<file path="config.mk">
export PLATFORM = sky130hd
export DESIGN_NAME = control_sequencer
export DESIGN_NICKNAME = d
export VERILOG_FILES = /design/src/rtl/control_sequencer.sv
export SDC_FILE = /design/constraint.sdc
export NUM_CORES = 1
export LEC_CHECK = 0
export ABC_AREA = 1
export CORE_AREA = 3 3 45 47
export DETAILED_ROUTE_END_ITERATION = 8
export DIE_AREA = 0 0 48 50
export PLACE_DENSITY = 0.66
export SLEW_MARGIN = 10
export SYNTH_ARGS = -nofsm -noshare
export SYNTH_HDL_FRONTEND = slang
export SYNTH_SLANG_ARGS = --single-unit
</file>
<file path="constraint.sdc">
create_clock -name CLK -period 1.1 [get_ports CLK]
set_input_delay 0.275 -clock CLK [delete_from_list [all_inputs] [get_ports CLK]]
set_output_delay 0.275 -clock CLK [all_outputs]
set_load 0.1 [all_outputs]
</file>
<file path="src/rtl/control_sequencer.sv">
// Microcoded T-state sequencer for the 8-bit bus computer: steps fetch/execute
// T-states and decodes (state, opcode, zero_flag) into the register-bus strobes.
module control_sequencer #(
  parameter bit HALT_ON_UNDEF = 1'b0
) (
  input  logic       CLK,
  input  logic       RESET,
  input  logic       run,
  input  logic [3:0] opcode,
  input  logic       zero_flag,
  output logic       pc_oe,
  output logic       pc_inc,
  output logic       pc_load,
  output logic       mar_load,
  output logic       ram_oe,
  output logic       ram_we,
  output logic       ir_load,
  output logic       ir_oe,
  output logic       a_load,
  output logic       a_oe,
  output logic       b_load,
  output logic       b_oe,
  output logic       alu_oe,
  output logic       alu_sub,
  output logic       out_load,
  output logic [2:0] tstate,
  output logic       halted
);

  typedef enum logic [3:0] {
    S_IDLE = 4'd0,
    S_T1   = 4'd1,
    S_T2   = 4'd2,
    S_T3   = 4'd3,
    S_T4   = 4'd4,
    S_T5   = 4'd5,
    S_T6   = 4'd6,
    S_T7   = 4'd7,
    S_HALT = 4'd8
  } state_e;

  localparam logic [3:0] OP_NOP = 4'b0000;
  localparam logic [3:0] OP_LDA = 4'b0001;
  localparam logic [3:0] OP_ADD = 4'b0010;
  localparam logic [3:0] OP_SUB = 4'b0011;
  localparam logic [3:0] OP_LDB = 4'b0100;
  localparam logic [3:0] OP_STA = 4'b0101;
  localparam logic [3:0] OP_JMP = 4'b0110;
  localparam logic [3:0] OP_JZ  = 4'b0111;
  localparam logic [3:0] OP_OUT = 4'b1110;
  localparam logic [3:0] OP_HLT = 4'b1111;

  state_e state_q, state_d;
  logic   is_undef;
  logic   instr_end;
  logic   to_halt;

  // NOTE: state flops use non-blocking assignment so every flop samples pre-edge values.
  always_ff @(posedge CLK or posedge RESET) begin
    if (RESET) state_q <= S_IDLE;
    else       state_q <= state_d;
  end

  assign is_undef = (opcode >= 4'b1000) && (opcode <= 4'b1101);

  always_comb begin
    // NOTE: every combinational output gets a default first so no path infers a latch.
    state_d   = state_q;
    instr_end = 1'b0;
    to_halt   = 1'b0;
    unique case (state_q)
      S_IDLE: if (run) state_d = S_T1;
      S_T1:   state_d = S_T2;
      S_T2:   state_d = S_T3;
      S_T3: begin
        if (is_undef && HALT_ON_UNDEF)          to_halt   = 1'b1;
        else if (opcode == OP_NOP || is_undef)  instr_end = 1'b1;
        else                                    state_d   = S_T4;
      end
      S_T4: begin
        if (opcode == OP_HLT) to_halt = 1'b1;
        else if (opcode == OP_JMP || opcode == OP_JZ || opcode == OP_OUT) instr_end = 1'b1;
        else state_d = S_T5;
      end
      S_T5: begin
        if (opcode == OP_ADD || opcode == OP_SUB) state_d   = S_T6;
        else                                      instr_end = 1'b1;
      end
      S_T6:   state_d = S_T7;
      S_T7:   instr_end = 1'b1;
      S_HALT: state_d = S_HALT;
      default: state_d = S_IDLE;
    endcase
    // A pause request only takes effect between instructions.
    if (to_halt)        state_d = S_HALT;
    else if (instr_end) state_d = run ? S_T1 : S_IDLE;
  end

  always_comb begin
    pc_oe    = 1'b0;
    pc_inc   = 1'b0;
    pc_load  = 1'b0;
    mar_load = 1'b0;
    ram_oe   = 1'b0;
    ram_we   = 1'b0;
    ir_load  = 1'b0;
    ir_oe    = 1'b0;
    a_load   = 1'b0;
    a_oe     = 1'b0;
    b_load   = 1'b0;
    b_oe     = 1'b0;
    alu_oe   = 1'b0;
    alu_sub  = 1'b0;
    out_load = 1'b0;
    unique case (state_q)
      S_T1: begin
        pc_oe    = 1'b1;
        mar_load = 1'b1;
      end
      S_T2: begin
        ram_oe  = 1'b1;
        ir_load = 1'b1;
        pc_inc  = 1'b1;
      end
      S_T4: begin
        unique case (opcode)
          OP_LDA, OP_ADD, OP_SUB, OP_LDB, OP_STA: begin
            ir_oe    = 1'b1;
            mar_load = 1'b1;
          end
          OP_JMP: begin
            ir_oe   = 1'b1;
            pc_load = 1'b1;
          end
          OP_JZ: begin
            ir_oe   = zero_flag;
            pc_load = zero_flag;
          end
          OP_OUT: begin
            a_oe     = 1'b1;
            out_load = 1'b1;
          end
          default: ;
        endcase
      end
      S_T5: begin
        unique case (opcode)
          OP_LDA: begin
            ram_oe = 1'b1;
            a_load = 1'b1;
          end
          OP_ADD, OP_SUB, OP_LDB: begin
            ram_oe = 1'b1;
            b_load = 1'b1;
          end
          OP_STA: begin
            a_oe   = 1'b1;
            ram_we = 1'b1;
          end
          default: ;
        endcase
      end
      S_T6: begin
        b_oe    = 1'b1;
        alu_sub = (opcode == OP_SUB);
      end
      S_T7: begin
        alu_oe  = 1'b1;
        a_load  = 1'b1;
        alu_sub = (opcode == OP_SUB);
      end
      default: ;
    endcase
  end

  assign tstate = (state_q == S_IDLE || state_q == S_HALT) ? 3'd0 : state_q[2:0];
  assign halted = (state_q == S_HALT);

endmodule
</file>
==> flow_summary_export.csv, run 1 <==
group,metric,value,unit
run_status,run_status,"did not finish",
run_status,stop_stage,"global routing",
run_status,tool.error,"[ERROR DPL-0038] Utilization greater than 100%, impossible to legalize",
timing,grt_worst_setup_endpoint,"a_oe",
synthesis,yosys.area_share.simple,0.5424,
synthesis,netlist_instances,88,
clock_tree,htree_levels,1,
synthesis,ys_seq_area_frac,0.1937,
clock_tree,clockBufferDepth,2,
clock_tree,cts_inserted_buffers,3,
clock_tree,clockRootBuffer,"clkbuf_4",
global_route,grt_max_degree,6,
place,pre_cts_ws,-840.9,ps
synthesis,ys_ff_latch,4,
place,dp_hpwl,1.745,mm
floorplanning,io-pin-count,27,
timing,endpoint_type,"primary output",
synthesis,synth-xor-area-share,0,
place,port_buffers,26,
place,place_congestion,0.8984,
synthesis,syn_area,516.7,um^2
synthesis,syn_nets,96,
synthesis,syn-mean-instance-area,5.872,um^2
floorplanning,row_count,15,
floorplanning,dieHeight,50,um
synthesis,ys_warn_count,0,
floorplanning,die_width,48,um
clock_tree,cts_sinks,4,
synthesis,synthDistinctLibCells,25,
synthesis,synth_compound_area_frac,0.1114,
synthesis,synth_top_family_by_area,"simple AND/OR/NAND/NOR gates",
floorplanning,initial_core_util,0.3059,
synthesis,muxShareOfSynthArea,0,
clock_tree,postCtsHoldBufs,0,
place,dp_cells,159,
synthesis,synthAdderAreaFrac,0,
-- cell usage after synthesis --
library cell	count	area, um^2
nor2_4	1	11.26
a21oi_1	1	5.000
o21bai_1	1	7.510
nor2_1	8	30.03
nand4_1	1	6.260
a21o_2	1	8.760
nand2_1	21	78.83
inv_2	5	18.77
nor2_2	3	18.77
buf_4	1	7.510
o31ai_1	1	7.510
or2_1	1	6.260
clkbuf_1	3	11.26
nand3_1	7	35.03
nor3_1	5	25.02
nand3_2	2	20.02
nor3b_2	1	12.51
o21ai_0	3	15.01
nand2_4	1	11.26
dfrtp_1	4	100.1
a21boi_0	1	7.510
inv_1	11	41.29
nor4_1	1	6.260
o22ai_1	1	6.260
nand2_2	3	18.77
-- logic make-up after synthesis --
| logic type | after synthesis |
|---|---|
| AOI/OAI and AO/OA | 9 |
| buffers and inverters | 20 |
| DFF | 4 |
| and+or+nand+nor | 55 |
-- stage by stage --
step                  util  area [um^2]  hold slack, ps  setup TNS [ps]
detailed placement  0.7859         1328           464.7          -11790
floorplan                -        645.6           41.08          -14770
global placement    0.7859         1328           461.1          -11300
CTS                 0.9356         1580           207.6          -10200
-- what timing repair did --
action	CTS
gates resized for setup	50
buffers inserted	8
endpoints found under the setup margin	23
pin swaps	8
==> run 2: changes to the inputs <==
- CORE_AREA: 3 3 45 47 -> 3 3 64 66
- DIE_AREA: 0 0 48 50 -> 0 0 67 69
- PLACE_DENSITY: 0.66 -> unset
- PLACE_DENSITY_LB_ADDON: unset -> 0.15
- clock period: 1.1 -> 1.4 ns (I/O delays scaled with it)
==> run 2 against run 1 <==
The flow now finishes, with violations (negative setup slack). Synthesized cell count is the same. Synthesized area stayed put.
==> flow_summary_export.csv, run 2 <==
group,metric,value,unit
run_status,run_status,"finished with violations",
run_status,violations,"negative setup slack",
floorplanning,coreArea,0.003633,mm^2
place,pre_cts_ws,-688.9,ps
synthesis,syn-mean-instance-area,5.872,um^2
place,dp_cells,190,
timing,grt_setup_unrepaired,"true",
setup_path,critPathLaunchType,"register",
synthesis,synth-main-ff-cell,"dfrtp_1",
setup_path,critPathKind,"reg2out",
floorplanning,die_width,67,um
drt,ant_nets,0,
global_route,gr-total-overflow,0,
floorplanning,io-pin-count,27,
synthesis,synth_top_area_share,0.1937,
clock_tree,htree_levels,1,
flow_run,drv_cap,0,
timing,hold_viol_final,0,
synthesis,syn_area,516.7,um^2
drt,drcViolationCount,0,
cells_and_area,final_cell_mix,"27 x buf_4, 20 x buf_12, 14 x nand2_1",
global_route,grt_max_degree,6,
timing,timing.fmax,582.7,MHz
setup_path,cp-end-kind,"output pin",
global_route,grt_pass1_vias,809,
floorplanning,row_count,22,
cells_and_area,layout_commonest_cell,"buf_4",
cells_and_area,fin_nets,157,
synthesis,ys_ff_latch,4,
clock_tree,cts_sinks,4,
setup_path,crit_arrival,1370,ps
synthesis,async_reset_ff_frac,1.000,
synthesis,synthDistinctLibCells,25,
cells_and_area,final_cell_count_no_fill,195,
cells_and_area,nFillCells,386,
setup_path,crit_required,1050,ps
floorplanning,dieHeight,69,um
timing,skew,1.037,ps
drt,drt-total-wl,1.991,mm
drt,vias,752,
global_route,antenna_found_initial,0,
floorplanning,fp.dieArea,0.004623,mm^2
timing,min_period,1716,ps
synthesis,yosys.area.top_type,"dfrtp_1",
power,p_leak,0.7048,nW
synthesis,syn_nets,96,
synthesis,synth.top_cells.by_area,"dfrtp_1 19%, nand2_1 15%, inv_1 8.0%, nand3_1 6.8%, nor2_1 5.8%",
global_route,track_usage,0.09628,
cells_and_area,regMostFlops,"state_q",
timing,finalMaxSlewViolations,0,
synthesis,ys_seq_area_frac,0.1937,
drt,dr.first_iter.drc_count,14,
place,place_congestion,0.8218,
synthesis,synthTopCellsByCount,"21 x nand2_1, 11 x inv_1, 8 x nor2_1, 7 x nand3_1",
timing,min_period_over_period,1.226,
cells_and_area,syn_to_final_growth,204.4,%
place,port_buffers,26,
power,cellPowerDensity,2250,mW/mm^2
worst_hold_path,min_path_type,"in2async",
setup_path,path_max_fanout,3,
cells_and_area,ff_latch_area,102.6,um^2
timing,slew_headroom,0.8288,
clock_tree,clockBufferDepth,2,
clock_tree,cts_inserted_buffers,3,
timing,setup_viol,17,
clock_tree,clkLatencyLatePin,210,ps
synthesis,synth_most_common_cell,"nand2_1",
drt,dr.pass1.iters,4,
drt,post_drt_wl_per_cell,10.21,um
cells_and_area,final_layout_size_suffix_gt1_frac,0.7483,
synthesis,synth_edf_count,0,
timing,layout_setup_ws,-316.2,ps
cells_and_area,reg.largest.list,"state_q: 4 flops",
cells_and_area,multi_input_area,559.3,um^2
floorplanning,initial_core_util,0.1422,
drt,routed_via_density,3.856,
timing,worst_slew_pin_slew,254.9,ps
setup_path,rrSetupSlack,-10,ps
clock_tree,cts_tree,"done",
cells_and_area,largest_reg_flops,4,
synthesis,netlist_instances,88,
power,ir_drop,0.9881,mV
cells_and_area,n_antenna_cell,0,
clock_tree,path_clk_slew,30,ps
global_route,grt_first_pass_wirelength,3.636,mm
clock_tree,clockRootBuffer,"clkbuf_8",
place,dp_hpwl,1.797,mm
synthesis,ys_warn_count,0,
[run 2: cell counts after synthesis]
Identical to the previous run, type by type.
[run 2: through the flow]
step | cell area (um^2) | TNS (ps) | utilization | hold WS [ps] | total power, W
after floorplan | 694.4 | -9374 | - | 115.9 | 0.002049
after global placement | 1436 | -7932 | 0.3953 | 536.8 | 0.003180
after detailed placement | 1436 | -8178 | 0.3953 | 539.3 | 0.003192
after CTS | 1558 | -4539 | 0.4287 | 316.4 | 0.003564
after global routing | 1573 | -5185 | 0.4329 | 333.2 | 0.003704
final | 1573 | -4123 | 0.4329 | 315.5 | 0.003538
[run 2: routing by layer]
layer / up-vias / share of wire / GRT usage
met1: 336 / 0.43 / 0.1257
li1: 397 / - / -
met5: - / 0 / 0
met2: 17 / 0.52 / 0.1616
met4: 0 / 0.0035 / 0.02703
met3: 2 / 0.048 / 0.01303
[run 2: repair_timing]
item / 4_1_cts / 5_1_grt
hold buffers: 0 / 0
setup endpoints to repair: 20 / 17
cloned: 0 / 0
resized for setup: 43 / 7
buffers inserted: 1 / 1
pin swaps: 14 / 10
[run 2: critical path: stages (launching register included)]
cell and delay [ps]:
dfrtp_2 410, inv_4 80, nand2_4 80, nor2_4 120, buf_6 110, a21boi_4 180, buf_12 190
[run 2: cell type report]
type,instances,share of cell area
timing repair buffer,60,0.4678
multi-input combinational,64,0.3556
sequential,4,0.06523
inverter,16,0.04694
tap,48,0.03819
clock buffer,3,0.02625
[run 2: worst paths after layout]
path,cells after the start,from,end
worst max-delay path,6,state_q[1],ir_oe
worst min-delay path,2,RESET,state_q[2]
worst min register to register,5,state_q[3],state_q[1]
min in group CLK,7,opcode[3],state_q[2]
worst max register to register,9,state_q[1],state_q[0]
max in group asynchronous,2,RESET,state_q[1]
[run 2: logic make-up (layout without fill, tap and decap cells)]
family / Yosys count / count (layout) / share of synthesized area
buffers and inverters: 20 / 79 / 0.1526
AOI/OAI and AO/OA: 9 / 9 / 0.1114
and+or+nand+nor: 55 / 55 / 0.5424
DFF: 4 / 4 / 0.1937
[run 2: power by group]
part / internal [W] / switching [W]
Sequential: 0.000168 / 0.0000528
Clock: 0.000182 / 0.0000498
Combinational: 0.00121 / 0.00187
No activity file was read; power rests on OpenSTA's default activity.
==> run 3: changes to the inputs <==
- GPL_TIMING_DRIVEN: unset -> 0
- RECOVER_POWER: unset -> 25
==> run 3 against run 2 <==
The flow still finishes with violations (negative setup slack). Register-to-register slack barely moved. Sequential share of layout area increased by 0.52 points. Clock power increased by 9.9%. Worst setup slack got worse by 38 ps. Critical endpoint unchanged.
==> flow_summary_export.csv, run 3 (synthesized netlist as in run 2, its figures left out) <==
group,metric,value,unit
setup_path,crit_arrival,1400,ps
cells_and_area,final_core_util,0.4060,
floorplanning,coreArea,0.003633,mm^2
drt,dr.pass1.iters,4,
global_route,antenna_found_initial,0,
cells_and_area,final_cell_mix,"17 x nand2_1, 17 x buf_4, 16 x buf_12",
cells_and_area,regMostFlops,"state_q",
cells_and_area,n_antenna_cell,0,
timing,min_period,1754,ps
place,port_buffers,26,
floorplanning,die_width,67,um
floorplanning,initial_core_util,0.1422,
cells_and_area,final_cell_count_no_fill,187,
timing,min_period_over_period,1.253,
clock_tree,cts_tree,"done",
setup_path,path_max_fanout,6,
floorplanning,io-pin-count,27,
timing,skew,8.166,ps
timing,slew_headroom,0.7657,
setup_path,critPathKind,"reg2out",
drt,routed_via_density,3.963,
clock_tree,postCtsHoldBufs,0,
drt,drcViolationCount,0,
setup_path,critPathLaunchType,"register",
floorplanning,row_count,22,
global_route,gr-total-overflow,0,
floorplanning,dieHeight,69,um
place,place_congestion,0.7101,
clock_tree,clkLatencyLatePin,220,ps
setup_path,cp-end-kind,"output pin",
timing,layout_setup_ws,-354.2,ps
drt,post_drt_wl_per_cell,11.02,um
global_route,grt_pass1_vias,785,
power,cellPowerDensity,2391,mW/mm^2
cells_and_area,fin_nets,148,
timing,finalMaxSlewViolations,0,
drt,dr.first_iter.drc_count,10,
global_route,grt_max_degree,7,
flow_run,drv_cap,0,
timing,grt_setup_unrepaired,"true",
clock_tree,clockBufferDepth,2,
drt,vias,741,
timing,hold_viol_final,0,
global_route,grt_first_pass_wirelength,3.539,mm
clock_tree,htree_levels,1,
place,dp_hpwl,1.411,mm
timing,setup_viol,17,
run_status,run_status,"finished with violations",
clock_tree,cts_sinks,4,
place,dp_cells,162,
power,p_leak,0.6588,nW
clock_tree,path_clk_slew,40,ps
setup_path,crit_required,1050,ps
cells_and_area,final_layout_size_suffix_gt1_frac,0.7050,
cells_and_area,largest_reg_flops,4,
clock_tree,cts_inserted_buffers,3,
run_status,violations,"negative setup slack",
timing,timing.fmax,570.1,MHz
power,ir_drop,1.161,mV
floorplanning,fp.dieArea,0.004623,mm^2
cells_and_area,syn_to_final_growth,185.5,%
cells_and_area,reg.largest.list,"state_q: 4 flops",
drt,ant_nets,0,
timing,worst_slew_pin_slew,347.7,ps
global_route,track_usage,0.09634,
clock_tree,clockRootBuffer,"clkbuf_8",
drt,drt-total-wl,2.060,mm
worst_hold_path,min_path_type,"in2async",
[run 3: cell count changes in the layout (fill, tap and decap cells not counted), sizes merged]
cell / previous run / this run
buf: 57 / 44
clkbuf: 3 / 8
clkdlybuf4s50: 2 / 1
dlygate4sd2: 1 / 0
dlygate4sd3: 0 / 1
dlymetal6s2s: 0 / 1
[run 3: layer usage]
metal / GRT usage / routed length, um / up-vias
met4: 0.006757 / 0 / 0
met2: 0.1758 / 1136 / 23
li1: - / - / 381
met1: 0.1171 / 824 / 337
met5: 0 / 0 / -
met3: 0.02117 / 98 / 0
[run 3: area by class of cell]
| cell class | instances | area [um^2] |
|---|---|---|
| Tap cell | 48 | 60.06 |
| Timing Repair Buffer | 47 | 586.8 |
| Fill cell | 375 | 2158 |
| Multi-Input combinational cell | 64 | 584.3 |
| Sequential cell | 4 | 103.9 |
| Inverter | 16 | 73.82 |
| Clock buffer | 4 | 45.04 |
| Buffer | 4 | 21.27 |
[run 3: power breakdown]
group	switching (W)	internal, W	leakage [nW]
Clock	0.0000604	0.000194	0.0228
Combinational	0.00187	0.00115	0.589
Sequential	0.0000829	0.000171	0.0470
[run 3: critical path, stage by stage, from the launching register on]
cell      delay, ps
dfrtp_1         380
inv_4           110
nand2_8          90
nor2_4          190
a21boi_4        220
buf_12          190
[run 3: stage by stage]
stage               TNS [ps]  cell area, um^2  total power [W]  hold slack [ps]  worst slack (ps)
CTS                    -5040             1433         0.003461            314.6            -376.4
finish                 -4642             1475         0.003526            451.1            -354.2
floorplan              -9374            694.4         0.002049            115.9            -818.0
detailed placement    -24650             1015         0.002456            543.5             -1757
global route           -5737             1475         0.003701            459.5            -415.4
global placement      -24680             1015         0.002465            542.3             -1753
[run 3: path summary, 6_finish.rpt]
check / startpoint / end / slack (ps) / cells past startpoint
min in group CLK: opcode[1] / state_q[1] / 630 / 5
max: state_q[3] / ir_oe / -350 / 5
max reg2reg: state_q[3] / state_q[0] / -20 / 10
max in group asynchronous: RESET / state_q[2] / 770 / 2
min: RESET / state_q[0] / 450 / 2
min reg2reg: state_q[1] / state_q[1] / 740 / 3
[run 3: timing repair]
item | 4_1_cts | 5_1_grt
setup endpoints to repair | 23 | 18
gates resized for setup | 196 | 11
setup buffers | 18 | 3
pin swaps | 10 | 6
==> run 4: changes to the inputs <==
- SETUP_SLACK_MARGIN: unset -> 0.05
- SKIP_CTS_REPAIR_TIMING: unset -> 1
==> run 4 against run 3 <==
The flow still finishes with violations (negative setup slack). Register-to-register slack lost 20 ps. Non-clock buffer count shrank 6. Total power fell by 2.2%. Critical path type unchanged.
==> flow_summary_export.csv, run 4 (synthesized netlist as in run 2, its figures left out) <==
group,metric,value,unit
setup_path,crit_required,1050,ps
worst_hold_path,min_path_type,"in2async",
place,place_congestion,0.7101,
cells_and_area,n_antenna_cell,0,
place,dp_hpwl,1.411,mm
clock_tree,clockRootBuffer,"clkbuf_8",
cells_and_area,fin_nets,142,
flow_run,drv_cap,0,
clock_tree,clockBufferDepth,2,
timing,slew_headroom,0.8152,
drt,drt-total-wl,1.870,mm
cells_and_area,largest_reg_flops,4,
cells_and_area,layout_commonest_cell,"nand2_1",
cells_and_area,multi_input_area,564.3,um^2
floorplanning,initial_core_util,0.1422,
cells_and_area,syn_to_final_growth,172.4,%
drt,dr.pass1.iters,2,
global_route,gr-total-overflow,0,
cells_and_area,reg.largest.list,"state_q: 4 flops",
cells_and_area,final_layout_size_suffix_gt1_frac,0.6692,
floorplanning,fp.dieArea,0.004623,mm^2
clock_tree,htree_levels,1,
floorplanning,coreArea,0.003633,mm^2
floorplanning,io-pin-count,27,
cells_and_area,nFillCells,376,
global_route,antenna_found_initial,0,
drt,vias,711,
place,dpl_cell_area,0.001015,mm^2
cells_and_area,fin_area,0.001408,mm^2
cells_and_area,final_cell_count_no_fill,181,
global_route,track_usage,0.07471,
cells_and_area,ff_latch_area,103.9,um^2
timing,min_period,1784,ps
clock_tree,clkLatencyLatePin,220,ps
place,port_buffers,26,
power,cellPowerDensity,2450,mW/mm^2
timing,skew,8.193,ps
cells_and_area,regMostFlops,"state_q",
drt,ant_nets,0,
setup_path,critPathLaunchType,"register",
timing,worst_slew_pin_slew,279.4,ps
timing,hold_slack,451.3,ps
timing,setup_viol,20,
setup_path,r2r_start,"state_q[1]",
setup_path,path_max_fanout,5,
power,ir_drop,1.129,mV
place,dp_cells,162,
run_status,violations,"negative setup slack",
setup_path,critPathKind,"reg2out",
timing,hold_viol_final,0,
setup_path,crit_arrival,1430,ps
global_route,grt_first_pass_wirelength,2.739,mm
timing,finalMaxSlewViolations,0,
global_route,grt_pass1_vias,607,
setup_path,cp-end-kind,"output pin",
drt,drcViolationCount,0,
timing,min_period_over_period,1.274,
clock_tree,path_clk_slew,40,ps
drt,post_drt_wl_per_cell,10.33,um
run_status,run_status,"finished with violations",
clock_tree,cts_inserted_buffers,3,
floorplanning,dieHeight,69,um
floorplanning,die_width,67,um
clock_tree,cts_tree,"done",
power,p_leak,0.6242,nW
drt,routed_via_density,3.928,
setup_path,rr_worst_depth,10,
timing,timing.fmax,560.5,MHz
floorplanning,row_count,22,
setup_path,crit_start,"state_q[1]",
power,total_power,0.003449,W
clock_tree,cts_sinks,4,
drt,dr.first_iter.drc_count,7,
timing,setup_tns,-5103,ps
timing,grt_setup_unrepaired,"true",
cells_and_area,final_cell_mix,"19 x nand2_1, 15 x buf_4, 15 x buf_12",
timing,layout_setup_ws,-384.1,ps
global_route,grt_max_degree,9,
-- run 4: worst max-delay path, cell delays in order (launching register included) --
cell,delay (ps)
dfrtp_2,440
clkinv_4,120
nand2_8,70
nor2_4,170
buf_6,130
a21o_4,120
buf_12,160
-- run 4: final timing paths --
check	endpoint	slack [ps]
setup / recovery	mar_load	-380
hold / removal	state_q[0]	450
setup reg to reg	state_q[0]	-40
hold reg to reg	state_q[1]	700
max in group asynchronous	state_q[2]	770
min in group CLK	state_q[2]	650
-- run 4: layout make-up --
cell class	count	area share
Timing Repair Buffer	41	0.3716
Tap cell	48	0.04267
Multi-Input combinational cell	64	0.4009
Inverter	16	0.05422
Sequential cell	4	0.07378
Clock buffer	4	0.03200
Buffer	4	0.02489
-- run 4: per-stage QoR --
stage | setup slack [ps] | utilization
2_1_floorplan | -818.0 | -
3_3_place_gp | -1753 | 0.2793
3_5_place_dp | -1757 | 0.2793
4_1_cts | -1756 | 0.2917
5_1_grt | -440.0 | 0.3874
6_report | -384.1 | 0.3874
-- run 4: layer usage --
metal,up-vias,track usage,part of all wire,routed length [um]
met3,0,0.02117,0.043,80
met5,-,0,0,0
met4,0,0.006757,0,0
met2,17,0.1168,0.51,961
li1,368,-,-,-
met1,326,0.1048,0.44,828
-- run 4: power by group --
group          leakage [nW]  switching, W  internal, W
logic                 0.554       0.00180      0.00112
clock network        0.0228     0.0000605     0.000194
registers            0.0470      0.000101     0.000171
